===== config.mk =====
export PLATFORM = sky130hd
export DESIGN_NAME = bit_stream_serializer
export DESIGN_NICKNAME = d
export VERILOG_FILES = /design/src/rtl/bit_stream_serializer_pkg.sv /design/src/rtl/bit_stream_serializer_period_counter.sv /design/src/rtl/bit_stream_serializer.sv
export SDC_FILE = /design/constraint.sdc
export NUM_CORES = 1
export LEC_CHECK = 0
export ABC_CLOCK_PERIOD_IN_PS = 3000
export CORE_UTILIZATION = 60
export CTS_CLUSTER_DIAMETER = 120
export DETAILED_ROUTE_END_ITERATION = 6
export PLACE_DENSITY = 0.84
export RECOVER_POWER = 25
export SYNTH_ARGS = -nofsm -noshare
export SYNTH_HDL_FRONTEND = slang
export SYNTH_HIERARCHICAL = 1
export SYNTH_SLANG_ARGS = --single-unit

===== constraint.sdc =====
create_clock -name clk -period 3 [get_ports clk]
set_input_delay 0.6 -clock clk [delete_from_list [all_inputs] [get_ports clk]]
set_output_delay 0.6 -clock clk [all_outputs]
set_load 0.01 [all_outputs]

===== src/rtl/bit_stream_serializer_pkg.sv =====
// Shared types and defaults for the bit-stream serializer: FSM state encoding,
// default widths and the bit-counter width helper.
package bit_stream_serializer_pkg;

  localparam int DATA_W_DEF = 8;
  localparam int DIV_W_DEF  = 8;

  typedef enum logic {
    ST_IDLE  = 1'b0,
    ST_SHIFT = 1'b1
  } state_e;

  // Width of a down-counter that must hold n-1; never narrower than one bit.
  function automatic int cnt_w(input int n);
    return (n > 1) ? $clog2(n) : 1;
  endfunction

endpackage


===== src/rtl/bit_stream_serializer_period_counter.sv =====
// Bit-period down-counter: counts the latched divider down to zero, reloads, and
// raises a registered terminal-count pulse on the final clock of each period.
module bit_period_counter #(
  parameter int DIV_W = 8
) (
  input  logic             clk,
  input  logic             rst,
  input  logic             load,
  input  logic [DIV_W-1:0] load_val,
  input  logic             run,
  output logic             tc
);

  logic [DIV_W-1:0] cnt;
  logic [DIV_W-1:0] period;

  // NOTE: sequential state uses non-blocking assignments only, so every flop
  // sees pre-edge values of the others regardless of statement order.
  always_ff @(posedge clk or posedge rst) begin
    if (rst) begin
      cnt    <= '0;
      period <= '0;
      tc     <= 1'b0;
    end else if (load) begin
      cnt    <= load_val;
      period <= load_val;
      tc     <= (load_val == '0);
    end else if (run) begin
      // tc is registered one cycle ahead: it rises when the counter reaches zero.
      if (cnt == '0) begin
        cnt <= period;
        tc  <= (period == '0);
      end else begin
        cnt <= cnt - 1'b1;
        tc  <= (cnt == DIV_W'(1));
      end
    end else begin
      cnt <= '0;
      tc  <= 1'b0;
    end
  end

endmodule


===== src/rtl/bit_stream_serializer.sv =====
// Parallel-to-serial feeder for the sequence detector: one-entry hold register,
// shifter and IDLE/SHIFT FSM; the bit period comes from bit_period_counter.
module bit_stream_serializer
  import bit_stream_serializer_pkg::*;
#(
  parameter int DATA_W = DATA_W_DEF,
  parameter int DIV_W  = DIV_W_DEF
) (
  input  logic              clk,
  input  logic              rst,
  input  logic [DATA_W-1:0] in_data,
  input  logic              in_valid,
  output logic              in_ready,
  input  logic              msb_first,
  input  logic [DIV_W-1:0]  div,
  output logic              ser_bit,
  output logic              ser_strobe,
  output logic              busy
);

  localparam int CNT_W = cnt_w(DATA_W);

  state_e            state;
  logic              out_en;
  logic              hold_full;
  logic [DATA_W-1:0] hold_data;
  logic [DATA_W-1:0] shift_reg;
  logic [DATA_W-1:0] shift_next;
  logic              msb_q;
  logic [CNT_W-1:0]  bit_cnt;
  logic              last_bit;
  logic              load;
  logic              run;
  logic              load_bit;

  assign last_bit = (state == ST_SHIFT) && ser_strobe && (bit_cnt == '0);
  assign load     = hold_full && ((state == ST_IDLE) || last_bit);
  assign run      = (state == ST_SHIFT) && !last_bit;
  assign in_ready = out_en & ~hold_full;
  assign busy     = (state == ST_SHIFT) | hold_full;

  // NOTE: every signal written in always_comb gets a default first, so no
  // path through the block can leave it unassigned and infer a latch.
  always_comb begin
    shift_next = shift_reg;
    load_bit   = 1'b0;
    if (msb_q) shift_next = shift_reg << 1;
    else       shift_next = shift_reg >> 1;
    load_bit = msb_first ? hold_data[DATA_W-1] : hold_data[0];
  end

  // in_ready stays low through reset and rises one clock after release.
  always_ff @(posedge clk or posedge rst) begin
    if (rst) out_en <= 1'b0;
    else     out_en <= 1'b1;
  end

  // NOTE: the hold data register is reset along with its flag; it is a single
  // word, so a defined value costs nothing and keeps simulation free of X.
  always_ff @(posedge clk or posedge rst) begin
    if (rst) begin
      hold_full <= 1'b0;
      hold_data <= '0;
    end else if (in_valid && in_ready) begin
      hold_full <= 1'b1;
      hold_data <= in_data;
    end else if (load) begin
      hold_full <= 1'b0;
    end
  end

  always_ff @(posedge clk or posedge rst) begin
    if (rst) begin
      state     <= ST_IDLE;
      shift_reg <= '0;
      msb_q     <= 1'b0;
      bit_cnt   <= '0;
      ser_bit   <= 1'b0;
    end else if (load) begin
      state     <= ST_SHIFT;
      shift_reg <= hold_data;
      msb_q     <= msb_first;
      bit_cnt   <= CNT_W'(DATA_W - 1);
      ser_bit   <= load_bit;
    end else if (state == ST_SHIFT && ser_strobe) begin
      if (bit_cnt == '0) begin
        state   <= ST_IDLE;
        ser_bit <= 1'b0;
      end else begin
        shift_reg <= shift_next;
        bit_cnt   <= bit_cnt - 1'b1;
        ser_bit   <= msb_q ? shift_next[DATA_W-1] : shift_next[0];
      end
    end
  end

  bit_period_counter #(
    .DIV_W(DIV_W)
  ) u_period (
    .clk      (clk),
    .rst      (rst),
    .load     (load),
    .load_val (div),
    .run      (run),
    .tc       (ser_strobe)
  );

endmodule


---- Word-level counts from Yosys, hierarchy flattened ----
Index checks and enable logic that the tools add are counted.
word-level totals
  output and inout port bits .............. 4
  register bits ........................... 41
  input port bits ......................... 20
cells by class
  eq/ne operators ......................... 2
  add/subtract/negate cells ............... 2
  bitwise gates (word level) .............. 4
  mux-type cells .......................... 23
  reductions and logical operators ........ 16
operator list
  cell                 count
  $mux 8               7
  $logic_not 8->1      3
  $mux 1               13
  $mux 3               3
  $eq 8x1->1 const B   1
  $sub 8x1->8 const B  1
  $reduce_bool 2->1    3
  $logic_and 1x1->1    5
  $reduce_and 2->1     2
  $logic_not 3->1      1
  $sub 3x1->3 const B  1
  $ne 2x2->1 const B   1
  $not 1->1            2
  $and 1x1->1          1
  $logic_not 1->1      1
  $logic_or 1x1->1     1
  $or 1x1->1           1

---- Logic depth before layout (Yosys ltp) ----
  word-level depth ........................ 6
  depth in mapped cells ................... 12

---- Cells and area by module ----
Netlist, hierarchy kept.
by module, submodules not included
  module                 instances  area each (um^2)  cells each
  bit_stream_serializer  1          1243.7            107
  bit_period_counter     1          933.4             98

---- Worst setup path before layout ----
Ideal clock, no wire load.
  path kind ............................... register -> register
  from .................................... reg bit_cnt[0]
  to ...................................... reg u_period.cnt[6]
  data arrival time ....................... 1.916 ns
  library setup time ...................... 0.127 ns
  stages on the path, launching flop included .. 12
  buffers on the path ..................... 3
  clock period less this slack ............ 2.043 ns
  setup slack ............................. 0.957 ns
  cells stage by stage .................... dfrtp_1 -> inv_1 -> ha_1 -> nand4b_4 -> and2_1 -> buf_6 -> clkinv_4 -> clkbuf_1 -> nand2b_1 -> clkbuf_1 -> a31o_2 -> o21ai_0
on the way
  elaborated cells between the ends (all ways) .. 8
  classes of those cells .................. mux (2); reduce/logical (6)
RTL lines
  element                 line                                        RTL
  start, declared         bit_stream_serializer.sv:30                 logic [CNT_W-1:0] bit_cnt;
  start signal, assigned  bit_stream_serializer.sv:83                 bit_cnt <= CNT_W'(DATA_W - 1);
  start signal, assigned  bit_stream_serializer.sv:91                 bit_cnt <= bit_cnt - 1'b1;
  $logic_not 3->1         bit_stream_serializer.sv:36                 assign last_bit = (state == ST_SHIFT) && ser_strobe && (bit_cnt == '0);
  $logic_and 1x1->1       bit_stream_serializer.sv:36
  $logic_or 1x1->1        bit_stream_serializer.sv:37                 assign load = hold_full && ((state == ST_IDLE) || last_bit);
  $logic_and 1x1->1       bit_stream_serializer.sv:37
  named net load          bit_stream_serializer.sv:32                 logic load;
  $mux 8                  bit_stream_serializer_period_counter.sv:24  end else if (load) begin
  end signal, assigned    bit_stream_serializer_period_counter.sv:25  cnt <= load_val;
  end signal, assigned    bit_stream_serializer_period_counter.sv:31  cnt <= period;
  end signal, assigned    bit_stream_serializer_period_counter.sv:34  cnt <= cnt - 1'b1;
  end, declared           bit_stream_serializer_period_counter.sv:14  logic [DIV_W-1:0] cnt;
The timed path passes the listed nets, and every way through them passes these cells.
A chain may end at the register's enable or synchronous reset.

---- Worst setup path in the final report ----
Ends and elaborated chain as after synthesis.

==> results.sh <==
export IMPL_yosys_warnings=6
export IMPL_synth_top_family_by_area="multiplexers"
export IMPL_clk_latency_ps=340
export IMPL_fin_cells=273
export IMPL_yosysTopAreaCell="dfrtp_1"
export IMPL_power_frac_comb_pct=27.6
export IMPL_firstDrtPassIters=4
export IMPL_htree_levels=2
export IMPL_die_h_um=62.2
export IMPL_wl_per_cell_um=15.9
export IMPL_hold_viol=0
export IMPL_vias=1562
export IMPL_syn_mean_instance_area_um2=10.6
export IMPL_core_um2=3420
export IMPL_gp_congestion=0.871
export IMPL_cts_hold_buf=0
export IMPL_synthTopCellsByArea="dfrtp_1 (47%), mux2_2 (5.7%), mux2_1 (4.7%)"
export IMPL_synth_cell_types=43
export IMPL_muxShareOfSynthArea_pct=14.9
export IMPL_grt_setup_unrepaired="no"
export IMPL_place_hpwl_um=3270
export IMPL_critPathCaptureType="flip-flop"
export IMPL_p_switching_w=0.000490
export IMPL_fin_worst_skew_ps=1.59
export IMPL_final_antenna_net_count=0
export IMPL_die_width_um=62.2
export IMPL_synth_area_um2=2180
export IMPL_ys_seq_area_share_pct=47.1
export IMPL_p_leak_nw=1.16
export IMPL_syn_nets=230
export IMPL_post_cts_buffers=0
export IMPL_tns_ps=0
export IMPL_start_kind="flip-flop"
export IMPL_fmax_mhz=434
export IMPL_synth_compound_area_share_pct=13.4
export IMPL_grtUsageMet2_pct=47.4
export IMPL_drive_above_1_share_pct=13.7
export IMPL_synth_edff_count=0
export IMPL_critical_path_class="flip-flop to flip-flop"
export IMPL_slew_limit_headroom_pct=39.1
export IMPL_cts_resized_gates=0
export IMPL_fin_crit_ps=2310
export IMPL_hold_start="shift_reg[7]"
export IMPL_dp_cells=265
export IMPL_postSynthCellCount=205
export IMPL_cts_path_max_buffers=2
export IMPL_holdPathEnd="shift_reg[7]"
export IMPL_setup_viol=0
export IMPL_synth_top_cell_area_share_pct=47.1
export IMPL_synthFlopType="dfrtp_1"
export IMPL_synthAdderAreaFrac_pct=2.87
export IMPL_synth_xor_area_share_pct=1.21
export IMPL_fin_util_pct=71.9
export IMPL_worstPathArrival_ps=2580
export IMPL_drc=0
export IMPL_ioPinCount=24
export IMPL_grt_first_pass_wirelength_um=7640
export IMPL_r2r_cells=8
export IMPL_path_clk_slew_ps=110
export IMPL_p_sw_share_pct=33.1
export IMPL_drtIter0Drc=95
export IMPL_numCtsBuffers=5
export IMPL_outcome="complete, no violations"
export IMPL_antenna_found_initial=0
export IMPL_num_antenna_cells=0
export IMPL_p_per_area_nw_per_um2=602
export IMPL_grt_usage_pct=25.8
export IMPL_cts_root_buf="clkbuf_4"
export IMPL_r2r_end="u_period/cnt[6]"
export IMPL_cp_required_ps=3270
export IMPL_synth_simple_area_share_pct=14.7
export IMPL_portBuffers=23
export IMPL_p_int_w=0.000989
export IMPL_grt_max_degree=25
export IMPL_hp_class="flip-flop to flip-flop"
export IMPL_grtUsageMet3_pct=6.80
export IMPL_critical_path_max_fanout=23
export IMPL_grt_pass1_vias=1676
export IMPL_r2r_start="bit_cnt[0]"
export IMPL_slew_violations=0
export IMPL_cts_tree="done"
export IMPL_seq_power_share_pct=55.0
export IMPL_synthArstFlopShare_pct=100
export IMPL_r2r_slack_ps=690
export IMPL_worstMarginPinSlew_ps=913
export IMPL_clkPwrFrac_pct=17.4
export IMPL_maxCapViolCount=0
export IMPL_peakVddDrop_v=0.000420
export IMPL_worstHoldPathCells=1
export IMPL_routed_wl_um=4350
export IMPL_overflow=0
export IMPL_die_area_um2=3870
export IMPL_start_util_pct=63.7
export IMPL_vias_per_cell=5.72
export IMPL_fin_nets=251
export IMPL_syn_to_final_growth_pct=12.9
export IMPL_ys_ff_latch=41
export IMPL_grtUsageMet1_pct=28.0
export IMPL_grt_busiest_layer="met2"
export IMPL_post_route_period_util_pct=76.9
export IMPL_fp_row_count=21
export IMPL_clock_sinks=41
-- cells in the mapped netlist (3+ instances only) --
library cell and number:
nand2_1 18, nand3_1 3, ha_1 5, mux2i_1 10
clkbuf_1 4, nor4_1 3, mux2_1 9, xor2_1 3
nand2b_1 4, a21oi_1 16, mux2_2 11, buf_6 3
inv_1 14, dfrtp_1 41, o21ai_0 17, nor2_1 5
nor2b_1 4
-- per-stage QoR --
stage / worst slack (ps) / cell area (µm²) / hold slack, ps / power [W]
after floorplan: 957 / 2180 / 480 / 0.00109
after CTS: 700 / 2460 / 533 / 0.00149
after global placement: 835 / 2410 / 497 / 0.00120
after global routing: 458 / 2460 / 553 / 0.00159
after detailed placement: 738 / 2410 / 505 / 0.00123
final: 694 / 2460 / 522 / 0.00148
-- critical path: stages (launching register included) --
cell	delay, ps
dfrtp_1	410
inv_1	90
ha_1	250
nand4b_4	140
and2_1	330
clkinv_4	220
nand2b_1	360
a31o_2	300
o21ai_0	130
-- cells in the final DEF, fill, tap and decap left out, types with 3 or more instances in the layout --
cell type         n
dfrtp_1          41
clkdlybuf4s50_1  22
nand2_1          18
o21ai_0          17
a21oi_1          16
inv_1            14
mux2_2           11
mux2i_1          10
mux2_1            9
ha_1              5
clkbuf_4          5
nor2_1            5
nor2b_1           4
nand2b_1          4
nand3_1           3
xor2_1            3
nor4_1            3
-- worst max-delay path by stage --
| stage | startpoint | end |
|---|---|---|
| 4_1_cts | hold_full | busy |
| 5_1_grt | bit_cnt[0] | u_period/cnt[6] |
| 3_5_place_dp | bit_cnt[0] | u_period/cnt[6] |
| 2_1_floorplan | bit_cnt[0] | u_period/cnt[6] |
| 6_report | bit_cnt[0] | u_period/cnt[6] |
| 3_3_place_gp | bit_cnt[0] | u_period/cnt[6] |
-- logic make-up after synthesis --
family,after synthesis
other,1
adders and majority gates,5
buffers and inverters,24
AOI/OAI and AO/OA,49
and+or+nand+nor,52
muxes,30
DFF,41
xor gates and xnor gates,3
-- area by class of cell --
type / instances / area (µm²)
multi-input combinational: 140 / 1030
sequential: 41 / 1030
fill: 289 / 958
timing repair buffer: 23 / 230
inverter: 15 / 61.3
tap: 46 / 57.6
clock buffer: 6 / 41.3
clock inverter: 2 / 10.0
-- metal layers --
metal	part of all wire, %	up-vias
li1	-	761
met1	41	758
met2	53	35
met3	4.0	8
met4	1.6	0
met5	0	-
-- power by group through the flow --
| stage | sequential, W | combinational, W | clock [W] |
|---|---|---|---|
| floorplan | 0.000778 | 0.000314 | 0 |
| global placement | 0.000818 | 0.000385 | 0 |
| detailed placement | 0.000821 | 0.000408 | 0 |
| CTS | 0.000812 | 0.000408 | 0.000274 |
| global route | 0.000830 | 0.000458 | 0.000298 |
| finish | 0.000814 | 0.000408 | 0.000258 |
Note: power is estimated with default switching activity, not from simulation.
